--- src/rtl/i2s_stereo_player.sv ---
// I2S stereo transmitter on the codec bit clock: frame FIFO, MSB-first serializer
// aligned to LRCK with one-bit delay, underrun flag and played-seconds counter.
module i2s_stereo_player #(
  parameter int DATA_W     = 16,
  parameter int FIFO_DEPTH = 4,
  parameter int FS         = 32000,
  parameter int SEC_W      = 4
) (
  input  logic                               i_bclk,
  input  logic                               i_rst_n,
  input  logic                               i_daclrck,
  input  logic                               i_en,
  input  logic                               i_mono,
  input  logic                               i_clear,
  input  logic                               i_valid,
  input  logic [DATA_W-1:0]                  i_left,
  input  logic [DATA_W-1:0]                  i_right,
  output logic                               o_ready,
  output logic                               o_aud_dacdat,
  output logic [$clog2(FIFO_DEPTH+1)-1:0]    o_level,
  output logic                               o_underrun,
  output logic [SEC_W-1:0]                   o_second
);
  localparam int LVL_W = $clog2(FIFO_DEPTH+1);
  localparam int PTR_W = $clog2(FIFO_DEPTH);
  localparam int BIT_W = $clog2(DATA_W);
  localparam int FC_W  = (FS > 1) ? $clog2(FS) : 1;

  typedef struct packed {
    logic [DATA_W-1:0] l;
    logic [DATA_W-1:0] r;
  } frame_t;

  typedef enum logic [1:0] {S_IDLE, S_LEFT, S_RIGHT} state_t;

  frame_t            mem [FIFO_DEPTH];
  frame_t            head;
  logic [PTR_W-1:0]  wptr, rptr;
  logic              lrck_d, left_edge, right_edge;
  logic              push, pop, start, starve, empty;
  logic [DATA_W-1:0] hold_r, shreg, ld_word;
  logic [BIT_W-1:0]  bit_cnt;
  logic [FC_W-1:0]   fcnt;
  logic              ld, go_zero;
  state_t            state, state_nxt;

  assign left_edge  = lrck_d & ~i_daclrck;
  assign right_edge = ~lrck_d & i_daclrck;
  assign empty      = (o_level == '0);
  assign o_ready    = (o_level < LVL_W'(FIFO_DEPTH));
  assign push       = i_valid && o_ready && !i_clear;
  assign start      = left_edge && i_en && !i_clear;
  // an empty FIFO at a left edge is a starve even if a push lands this cycle
  assign pop        = start && !empty;
  assign starve     = start && empty;
  assign head       = mem[rptr];

  always_ff @(posedge i_bclk)
    if (push) mem[wptr] <= '{l: i_left, r: i_right};

  always_ff @(posedge i_bclk or negedge i_rst_n) begin
    if (!i_rst_n) begin
      wptr <= '0; rptr <= '0; o_level <= '0; lrck_d <= 1'b0;
      hold_r <= '0; o_underrun <= 1'b0; fcnt <= '0; o_second <= '0;
    end else begin
      lrck_d     <= i_daclrck;
      o_underrun <= starve;
      if (i_clear) begin
        wptr <= '0; rptr <= '0; o_level <= '0; fcnt <= '0; o_second <= '0;
      end else begin
        if (push) wptr <= wptr + 1'b1;
        if (pop)  rptr <= rptr + 1'b1;
        o_level <= o_level + LVL_W'(push) - LVL_W'(pop);
        if (pop) begin
          hold_r <= i_mono ? head.l : head.r;
          if (fcnt == FC_W'(FS-1)) begin
            fcnt     <= '0;
            o_second <= o_second + 1'b1;
          end else begin
            fcnt <= fcnt + 1'b1;
          end
        end else if (starve) begin
          hold_r <= '0;
        end
      end
    end
  end

  always_ff @(posedge i_bclk or negedge i_rst_n)
    if (!i_rst_n) state <= S_IDLE;
    else          state <= state_nxt;

  always_comb begin
    state_nxt = state;
    ld        = 1'b0;
    ld_word   = '0;
    go_zero   = 1'b0;
    if (i_clear) begin
      state_nxt = S_IDLE;
      go_zero   = 1'b1;
    end else if (left_edge) begin
      if (i_en) begin
        state_nxt = S_LEFT;
        ld        = 1'b1;
        ld_word   = empty ? '0 : head.l;
      end else begin
        state_nxt = S_IDLE;
        go_zero   = 1'b1;
      end
    end else if (right_edge) begin
      if (state == S_LEFT) begin
        state_nxt = S_RIGHT;
        ld        = 1'b1;
        ld_word   = hold_r;
      end else begin
        state_nxt = S_IDLE;
        go_zero   = 1'b1;
      end
    end
  end

  // MSB goes out on the edge cycle; bit_cnt counts the DATA_W-1 bits still owed
  always_ff @(posedge i_bclk or negedge i_rst_n) begin
    if (!i_rst_n) begin
      o_aud_dacdat <= 1'b0; shreg <= '0; bit_cnt <= '0;
    end else if (ld) begin
      o_aud_dacdat <= ld_word[DATA_W-1];
      shreg        <= ld_word << 1;
      bit_cnt      <= BIT_W'(DATA_W-1);
    end else if (go_zero) begin
      o_aud_dacdat <= 1'b0; shreg <= '0; bit_cnt <= '0;
    end else if (bit_cnt != '0) begin
      o_aud_dacdat <= shreg[DATA_W-1];
      shreg        <= shreg << 1;
      bit_cnt      <= bit_cnt - 1'b1;
    end else begin
      o_aud_dacdat <= 1'b0;
    end
  end
endmodule

--- config.mk ---
export PLATFORM = sky130hd
export DESIGN_NAME = i2s_stereo_player
export DESIGN_NICKNAME = d
export VERILOG_FILES = /design/src/rtl/i2s_stereo_player.sv
export SDC_FILE = /design/constraint.sdc
export NUM_CORES = 1
export LEC_CHECK = 0
export ABC_AREA = 0
export CORE_ASPECT_RATIO = 1.4
export CORE_MARGIN = 2
export CORE_UTILIZATION = 55
export CTS_BUF_LIST = sky130_fd_sc_hd__clkbuf_4 sky130_fd_sc_hd__clkbuf_8
export DETAILED_ROUTE_END_ITERATION = 8
export GPL_TIMING_DRIVEN = 0
export PLACE_DENSITY = 0.78
export SYNTH_ARGS = -nofsm -noshare
export SYNTH_HDL_FRONTEND = slang
export SYNTH_SLANG_ARGS = --single-unit
--- constraint.sdc ---
create_clock -name i_bclk -period 2.6 [get_ports i_bclk]
set_input_delay 0.52 -clock i_bclk [delete_from_list [all_inputs] [get_ports i_bclk]]
set_output_delay 0.52 -clock i_bclk [all_outputs]
set_load 0.005 [all_outputs]
---- Yosys cells after proc, flatten, opt, wreduce, memory -nomap -nowiden ----
Memories as Yosys holds them, arrays and structs flattened.
Index checks and enable logic that the tools add are counted.
storage, ports and cells
  latch bits .............................. 0
  output and inout port bits .............. 10
  memory bits (read-only) ................. 0
  memory bits (writable) .................. 128
  bits in registers ....................... 67
  memories kept ........................... 1
  input bits .............................. 39
operators by class
  shift operators ......................... 0
  $lt $le $gt $ge ......................... 1
  multipliers ............................. 0
  bitwise gates (word level) .............. 5
  multiplexer cells ....................... 46
  $add $sub $neg .......................... 7
  divide/modulo/power cells ............... 0
  equal/unequal tests ..................... 2
  reduce and logical (&&, ||, !) cells .... 18
memories
  memory  words  bits a word  rd ports  clocked after memory_dff  wr ports  line  source
  mem     4      32           1         0                         1         36    frame_t mem [FIFO_DEPTH];
operator list
  operator               number
  $mux 16                12
  $mux 15                3
  $mux 4                 6
  $mux 1                 16
  $mux 2                 8
  $add 15x1->15 const B  1
  $eq 15x15->1 const B   1
  $reduce_bool 2->1      4
  $logic_and 1x1->1      6
  $reduce_bool 3->1      2
  $add 2x1->2 const B    2
  $add 4x1->4 const B    1
  $reduce_and 2->1       2
  $reduce_bool 4->1      1
  $sub 4x1->4 const B    1
  $add 3x1->3            1
  $logic_not 3->1        1
  $lt 3x3->1 const B     1
  $mux 3                 1
  $not 1->1              3
  $sub 3x1->3            1
  $and 1x1->1            2
  $eq 2x1->1 const B     1
  $logic_not 1->1        2

---- Depth between registers and ports, before layout ----
Gate-level depths: netlist of the first run.
  depth after elaboration ................. 7
  gate-level depth with buffers ........... 11
  depth with buffers taken out ............ 11

---- Worst setup path after synthesis of the first run ----
OpenSTA, ideal clock, no wires.
  path type ............................... input to register
  start point ............................. in i_daclrck
  end point ............................... reg o_level[2]
  setup time .............................. 0.132 ns
  setup slack ............................. 0.060 ns
  required time ........................... 2.468 ns
  stages on the path ...................... 11
  arrival time ............................ 2.409 ns
  cell sequence ........................... nand3b_1 > nor2_1 > nand2_1 > inv_2 > ha_1 > inv_1 > ha_1 > inv_1 > fa_1 > xnor2_1 > nor2_1
on the way
  cells in the longest elaborated chain, start to end .. 7
ends and longest elaborated chain
  element                          line  source
  start, declared                  11    input logic i_daclrck,
  $not 1->1                        47    assign left_edge = lrck_d & ~i_daclrck;
  $and 1x1->1                      47
  $logic_and 1x1->1 (2 in series)  52    assign start = left_edge && i_en && !i_clear;
  $logic_and 1x1->1                54    assign pop = start && !empty;
  $sub 3x1->3                      73    o_level <= o_level + LVL_W'(push) - LVL_W'(pop);
  $mux 3                           68    if (i_clear) begin
  end signal, assigned             73
  end, declared                    20    output logic [$clog2(FIFO_DEPTH+1)-1:0] o_level,
Every way passes these cells.
A chain may end at the register's enable or synchronous reset.

---- Worst setup path in the final report of the first run ----
Same ends and word-level chain as after synthesis.

==> impl_results.md, run 1 <==
* Crit path required time at 2.94 ns
* Cells after synthesis at 519
* Core area at 0.0144 mm2
* Hold slack at 0.130 ns
* Initial antenna violation count at 0
* Drt via density at 5.91
* Dpl cell area at 0.00875 mm2
* Yosys warning count at 0
* Reg2reg path depth at 11
* Max-slew violation count at 0
* Clock tree from TritonCTS: done
* Clk slew on worst S/H paths at 0.10 ns
* Share of layout cells above drive strength 1 at 0.135
* R2r endpoint: o_level[2]
* Gp weighted congestion at 0.913
* Hold Path Class: input port to async pin
* Fin area at 0.00919 mm2
* Setup violators final at 0
* Area of the multi-input gates at 0.00241 mm2
* Fmax at 415 MHz
* DRC Markers at 0
* Ys flop type: edfxtp_1
* Slew @ Worst Pin at 0.902 ns
* Final min period at 2.41 ns
* Maxcap violations at 0
* Sequential share of power at 0.553
* Die width at 106 um
* Combinational share of power at 0.145
* Clock power frac at 0.302
* Global-route wire length before repair at 24300 um
* Status: finished, final reports clean
* Starting density of the core at 0.560
* Max-slew headroom at 0.399
* Global route overflow at 0
* Final worst setup slack at 0.191 ns
* Drt total wl at 14900 um
* Num rows at 52
* DP Wirelength at 10100 um
* Reg-to-Reg Start: o_level[2]
* Switching share of power at 0.262
* Maximum level of the CTS H-tree at 4
* PwrDens at 711 mW/mm2
* P&R area growth vs syn at 14.2%
* Critical path origin: i_daclrck
* # port buffers at 46
* Layout Skew at 0.0127 ns
* Reg area at 0.00550 mm2
* Synth top cells by count: edfxtp_1 (128), dfrtp_1 (66), mux4_2 (32)
* CP arrival at 2.75 ns
* Vias in the first global route at 4923
* Number of fill cells at 1011
* Yosys reg bits at 194
* I/O Pins at 49
* Netlist cell types at 47
* Total CTS buffers at 17
* Nets@finish at 635
* Antenna Cells at 0
* Crit Path Max Fanout at 10
* Drt first pass iters at 5
* Sw Pwr at 0.00171 W
* Top post-synthesis cells by area: edfxtp_1 (48%), dfrtp_1 (21%), mux4_2 (9.0%)
* Peak supply drop at 0.348 mV
* Hold Vio Cnt, Final at 0
* Crit start category: input port
* Number of synthesized flops with an enable pin at 128
* Post-Place Setup Slack at -1.11 ns
* Sink Count at 194
* Post-synthesis sequential area ratio at 0.683
* Flop2flop setup slack at 0.25 ns
* RSZ-0062 raised after global routing: false
* Leakage at 3.24 nW
* Gr usage total at 0.203
* Total power at 0.00653 W
* Count leader, synth: edfxtp_1
* Largest net degree at the start of global routing at 67
* Synth top area share at 0.477
* Mapped cell area at 0.00805 mm2
* P_int at 0.00482 W
* Worst skew pair latency at 0.46 ns
* Die height at 147 um
* Area leader, netlist: edfxtp_1
* Via count at 4655
* ANT nets after route at 0
* Wirelength per Cell at 19.0 um
* Post-synth ARST share at 0.340
* Drt initial violations at 284
* Total die area at 0.0156 mm2
* Fin crit share at 0.926
* Post-Syn Nets at 569
* Setup crit end: o_level[2]
* Setup CP Type: input port to register
* Avg Cell Area, Syn at 15.5 um2
* Clock buffer depth at 2
* Crit. End Element: register
* Root buffer cell: clkbuf_8
* Fin util at 0.639
[flip-flops by register name, indices dropped and copies added (netlist names)]
| signal | cells |
|---|---|
| o_aud_dacdat | 1 |
| o_level | 3 |
| shreg | 15 |
| o_underrun | 1 |
| fcnt | 15 |
| lrck_d | 1 |
| o_second | 4 |
| rptr | 2 |
| bit_cnt | 4 |
| wptr | 2 |
| mem | 128 |
| hold_r | 16 |
| state | 2 |
[worst max-delay path, cell delays in order]
cell and delay [ns]:
clkdlybuf4s50_1 0.50, nand3b_1 0.24, nor2_4 0.16, nand2_4 0.11, clkinv_4 0.11, ha_1 0.23, inv_1 0.05, ha_1 0.14
inv_1 0.05, fa_1 0.37, xnor2_1 0.19, nor2_1 0.06
[logic make-up after synthesis]
logic type | count (synthesis) | share of synthesized area
flops | 194 | 0.683
xor+xnor | 8 | 0.00870
fa+ha+maj | 11 | 0.0180
mux | 61 | 0.126
buf+inv | 45 | 0.0218
compound gates | 94 | 0.0717
simple gates | 106 | 0.0717
[worst min-delay path by stage]
stage	startpoint	to
after floorplan	i_rst_n	bit_cnt[0]
after global placement	fcnt[14]	fcnt[14]
after detailed placement	fcnt[14]	fcnt[14]
after CTS	i_rst_n	o_second[2]
after global routing	i_rst_n	o_second[2]
final	i_rst_n	o_second[2]
[final cells by class]
type | count | area share
clock buffers | 17 | 0.0255
clock inverters | 15 | 0.0184
well taps | 189 | 0.0257
plain buffers | 29 | 0.0125
inverters | 16 | 0.00708
multi-input cells | 280 | 0.262
repair buffers | 47 | 0.0506
flip-flops and latches | 194 | 0.598
[placed cells by master, fill, tap and decap left out, drive strengths merged, types with 12 or more instances in the layout]
| cell type | instances |
|---|---|
| inv | 22 |
| mux4 | 32 |
| o21ai | 31 |
| o22ai | 15 |
| a22oi | 15 |
| mux2i | 29 |
| clkbuf | 37 |
| a21oi | 14 |
| edfxtp | 128 |
| nand2 | 30 |
| clkdlybuf4s50 | 45 |
| dfrtp | 66 |
| nor2 | 12 |
[routing by layer]
metal  track usage  wire (um)  vias to the layer above
li1              -          -                     2158
met1         0.248       6090                     2374
met2         0.349       8030                       95
met3        0.0439        461                       28
met4        0.0829        334                        0
met5             0          0                        -
[stage by stage]
stage	std cells	setup TNS [ns]
3_5_place_dp	754	-7.95
6_report	787	0
3_3_place_gp	754	-147.39
4_1_cts	787	0
5_1_grt	787	0
2_1_floorplan	519	0
[power by group through the flow]
stage,clock (W),combinational (W),sequential (W)
after floorplan,0,0.000652,0.00365
after detailed placement,0,0.000948,0.00368
after CTS,0.00201,0.000959,0.00361
after global placement,0,0.000896,0.00366
final,0.00197,0.000949,0.00361
after global routing,0.00213,0.00104,0.00363
[what timing repair did]
item                                    4_1_cts  5_1_grt
pin swaps                                     1        0
setup buffers                                 1        0
hold buffers                                  0        0
gates resized for setup                       3        5
endpoints found under the setup margin        3        1
Note: power is estimated with default switching activity, not from simulation.
==> run 2, diff against run 1 <==
CAP_MARGIN = 20   (was not set)
CORE_UTILIZATION = 36   (was 55)
PLACE_DENSITY = 0.56   (was 0.78)
==> run 2 against run 1 <==
Core utilization is 21 points lower. Non-clock buffer count stayed put. Design area is 1.3% higher. Sequential power hardly changed. Setup slack worse by 0.076 ns. Sequential share of layout area is 0.78 points lower. Sequential cell count stayed put. Critical path depth stayed put. Clock power is 3% lower. Highest routed layer unchanged.
==> impl_results.md, run 2 (synthesized netlist as in run 1, its figures left out) <==
* Status: finished, final reports clean
* CTS Hold Buffers Added at 0
* Root buffer cell: clkbuf_8
* Max-slew violation count at 0
* RSZ-0062 raised after global routing: false
* Core area at 0.0219 mm2
* Delay-heaviest family, CP: buffers and inverters
* Setup CP Type: input port to register
* Top flop regs: mem: 128 flops, hold_r: 16 flops
* Dpl cell area at 0.00888 mm2
* Gr usage total at 0.146
* Drt total wl at 16200 um
* Drt via density at 5.17
* Fin area at 0.00931 mm2
* Drt initial violations at 188
* ANT nets after route at 0
* Via count at 4630
* Leakage at 3.23 nW
* Worst skew pair latency at 0.46 ns
* Clock tree from TritonCTS: done
* Fmax at 402 MHz
* Max reg flops at 128
* Starting density of the core at 0.367
* # port buffers at 46
* Crit Path Max Fanout at 10
* Final min period at 2.48 ns
* Final worst setup slack at 0.115 ns
* Slew @ Worst Pin at 0.932 ns
* Num rows at 64
* DRC Markers at 0
* Clk slew on worst S/H paths at 0.11 ns
* Max-slew headroom at 0.379
* Sink Count at 194
* Biggest register: mem
* P&R area growth vs syn at 15.7%
* Initial antenna violation count at 0
* Post-Place Setup Slack at -1.18 ns
* Critical path's slowest cell: clkdlybuf4s50_1
* Reg-to-Reg Start: o_level[1]
* Commonest cells after routing, fill and taps aside: edfxtp_1 (128), dfrtp_1 (66), clkdlybuf4s50_1 (45), mux4_2 (32)
* Worst Path Buf+Inv at 4
* Setup violators final at 0
* Global-route wire length before repair at 26300 um
* Die width at 130 um
* Largest net degree at the start of global routing at 67
* Wirelength per Cell at 18.1 um
* Total die area at 0.0236 mm2
* I/O Pins at 49
* Peak supply drop at 0.320 mV
* Worst path max stage delay at 0.57 ns
* Fin crit share at 0.956
* Gp weighted congestion at 0.803
* CP arrival at 2.82 ns
* Crit. End Element: register
* DP Wirelength at 10900 um
* Number of fill cells at 2047
* Global route overflow at 0
* Fin util at 0.424
* Hold Vio Cnt, Final at 0
* Nets@finish at 635
* Clock buffer depth at 2
* Critical path origin: i_daclrck
* PwrDens at 693 mW/mm2
* Drt first pass iters at 6
* Maximum level of the CTS H-tree at 4
* Maxcap violations at 0
* Most common cell after layout, fill and taps aside: edfxtp_1
* Total CTS buffers at 17
* Crit start category: input port
* Crit path required time at 2.93 ns
* Setup TNS Final at 0 ns
* Hold Path Class: input port to async pin
* Share of layout cells above drive strength 1 at 0.137
* Die height at 181 um
* Crit-path cells: clkdlybuf4s50_1, nand3b_1, nor2_4, nand2_2, clkinv_4, ha_1, inv_1, ha_1, inv_1, fa_1, xnor2_1, nor2_1
* Antenna Cells at 0
* Vias in the first global route at 4940
* Layout Skew at 0.0186 ns
## run 2: changes by cell type in the layout (fill, tap and decap cells not counted)
cell,before,now
nand2_2,0,1
bufinv_16,2,0
nor3_4,1,0
clkinv_8,0,4
nor3_2,0,1
clkinv_4,2,4
clkinv_1,1,0
clkinvlp_4,3,1
inv_8,3,4
nand2_4,1,0
inv_6,4,2
## run 2: repair_timing
action	in CTS	in global routing
endpoints found under the setup margin	3	1
hold endpoints to repair	0	0
resized for setup	3	3
pin swaps	1	0
setup buffers	1	0
## run 2: per-layer routing
metal,GRT usage,part of all wire,vias to the layer above
met1,0.176,0.42,2386
met3,0.0272,0.025,11
met5,0,0,-
li1,-,-,2151
met4,0.0447,0.011,0
met2,0.262,0.55,82
## run 2: area by class of cell
cell class / instances / area, um2 / area share
clock buffer: 17 / 234 / 0.0251
sequential: 194 / 5500 / 0.590
tap: 297 / 372 / 0.0399
inverter: 16 / 65.1 / 0.00699
timing repair buffer: 47 / 465 / 0.0500
clock inverter: 15 / 166 / 0.0179
multi-input combinational: 280 / 2400 / 0.258
buffer: 29 / 115 / 0.0124
## run 2: worst paths after layout
check	endpoint	slack (ns)	cells after the start
max in group asynchronous	hold_r[4]	1.85	1
min in group i_bclk	hold_r[13]	0.50	2
max	o_level[2]	0.12	12
max reg2reg	o_level[2]	0.21	11
min reg2reg	hold_r[13]	0.50	2
min	o_second[3]	0.13	1
## run 2: report_power, final
group	switching (W)	internal [W]
logic	0.000524	0.000426
clock network	0.00118	0.000726
registers	0.0000946	0.00351
## run 2: per-stage QoR
| stage | hold slack [ns] | cells | total power (W) |
|---|---|---|---|
| finish | 0.132 | 895 | 0.00646 |
| global route | 0.193 | 895 | 0.00676 |
| CTS | 0.151 | 895 | 0.00654 |
| detailed placement | 0.476 | 862 | 0.00464 |
| global placement | 0.464 | 862 | 0.00458 |
| floorplan | 0.224 | 519 | 0.00430 |
==> run 3, diff against run 2 <==
CTS_CLUSTER_DIAMETER = 120   (was not set)
==> results of run 3 <==
The final DEF is identical to that of run 2; final timing and power are the same.
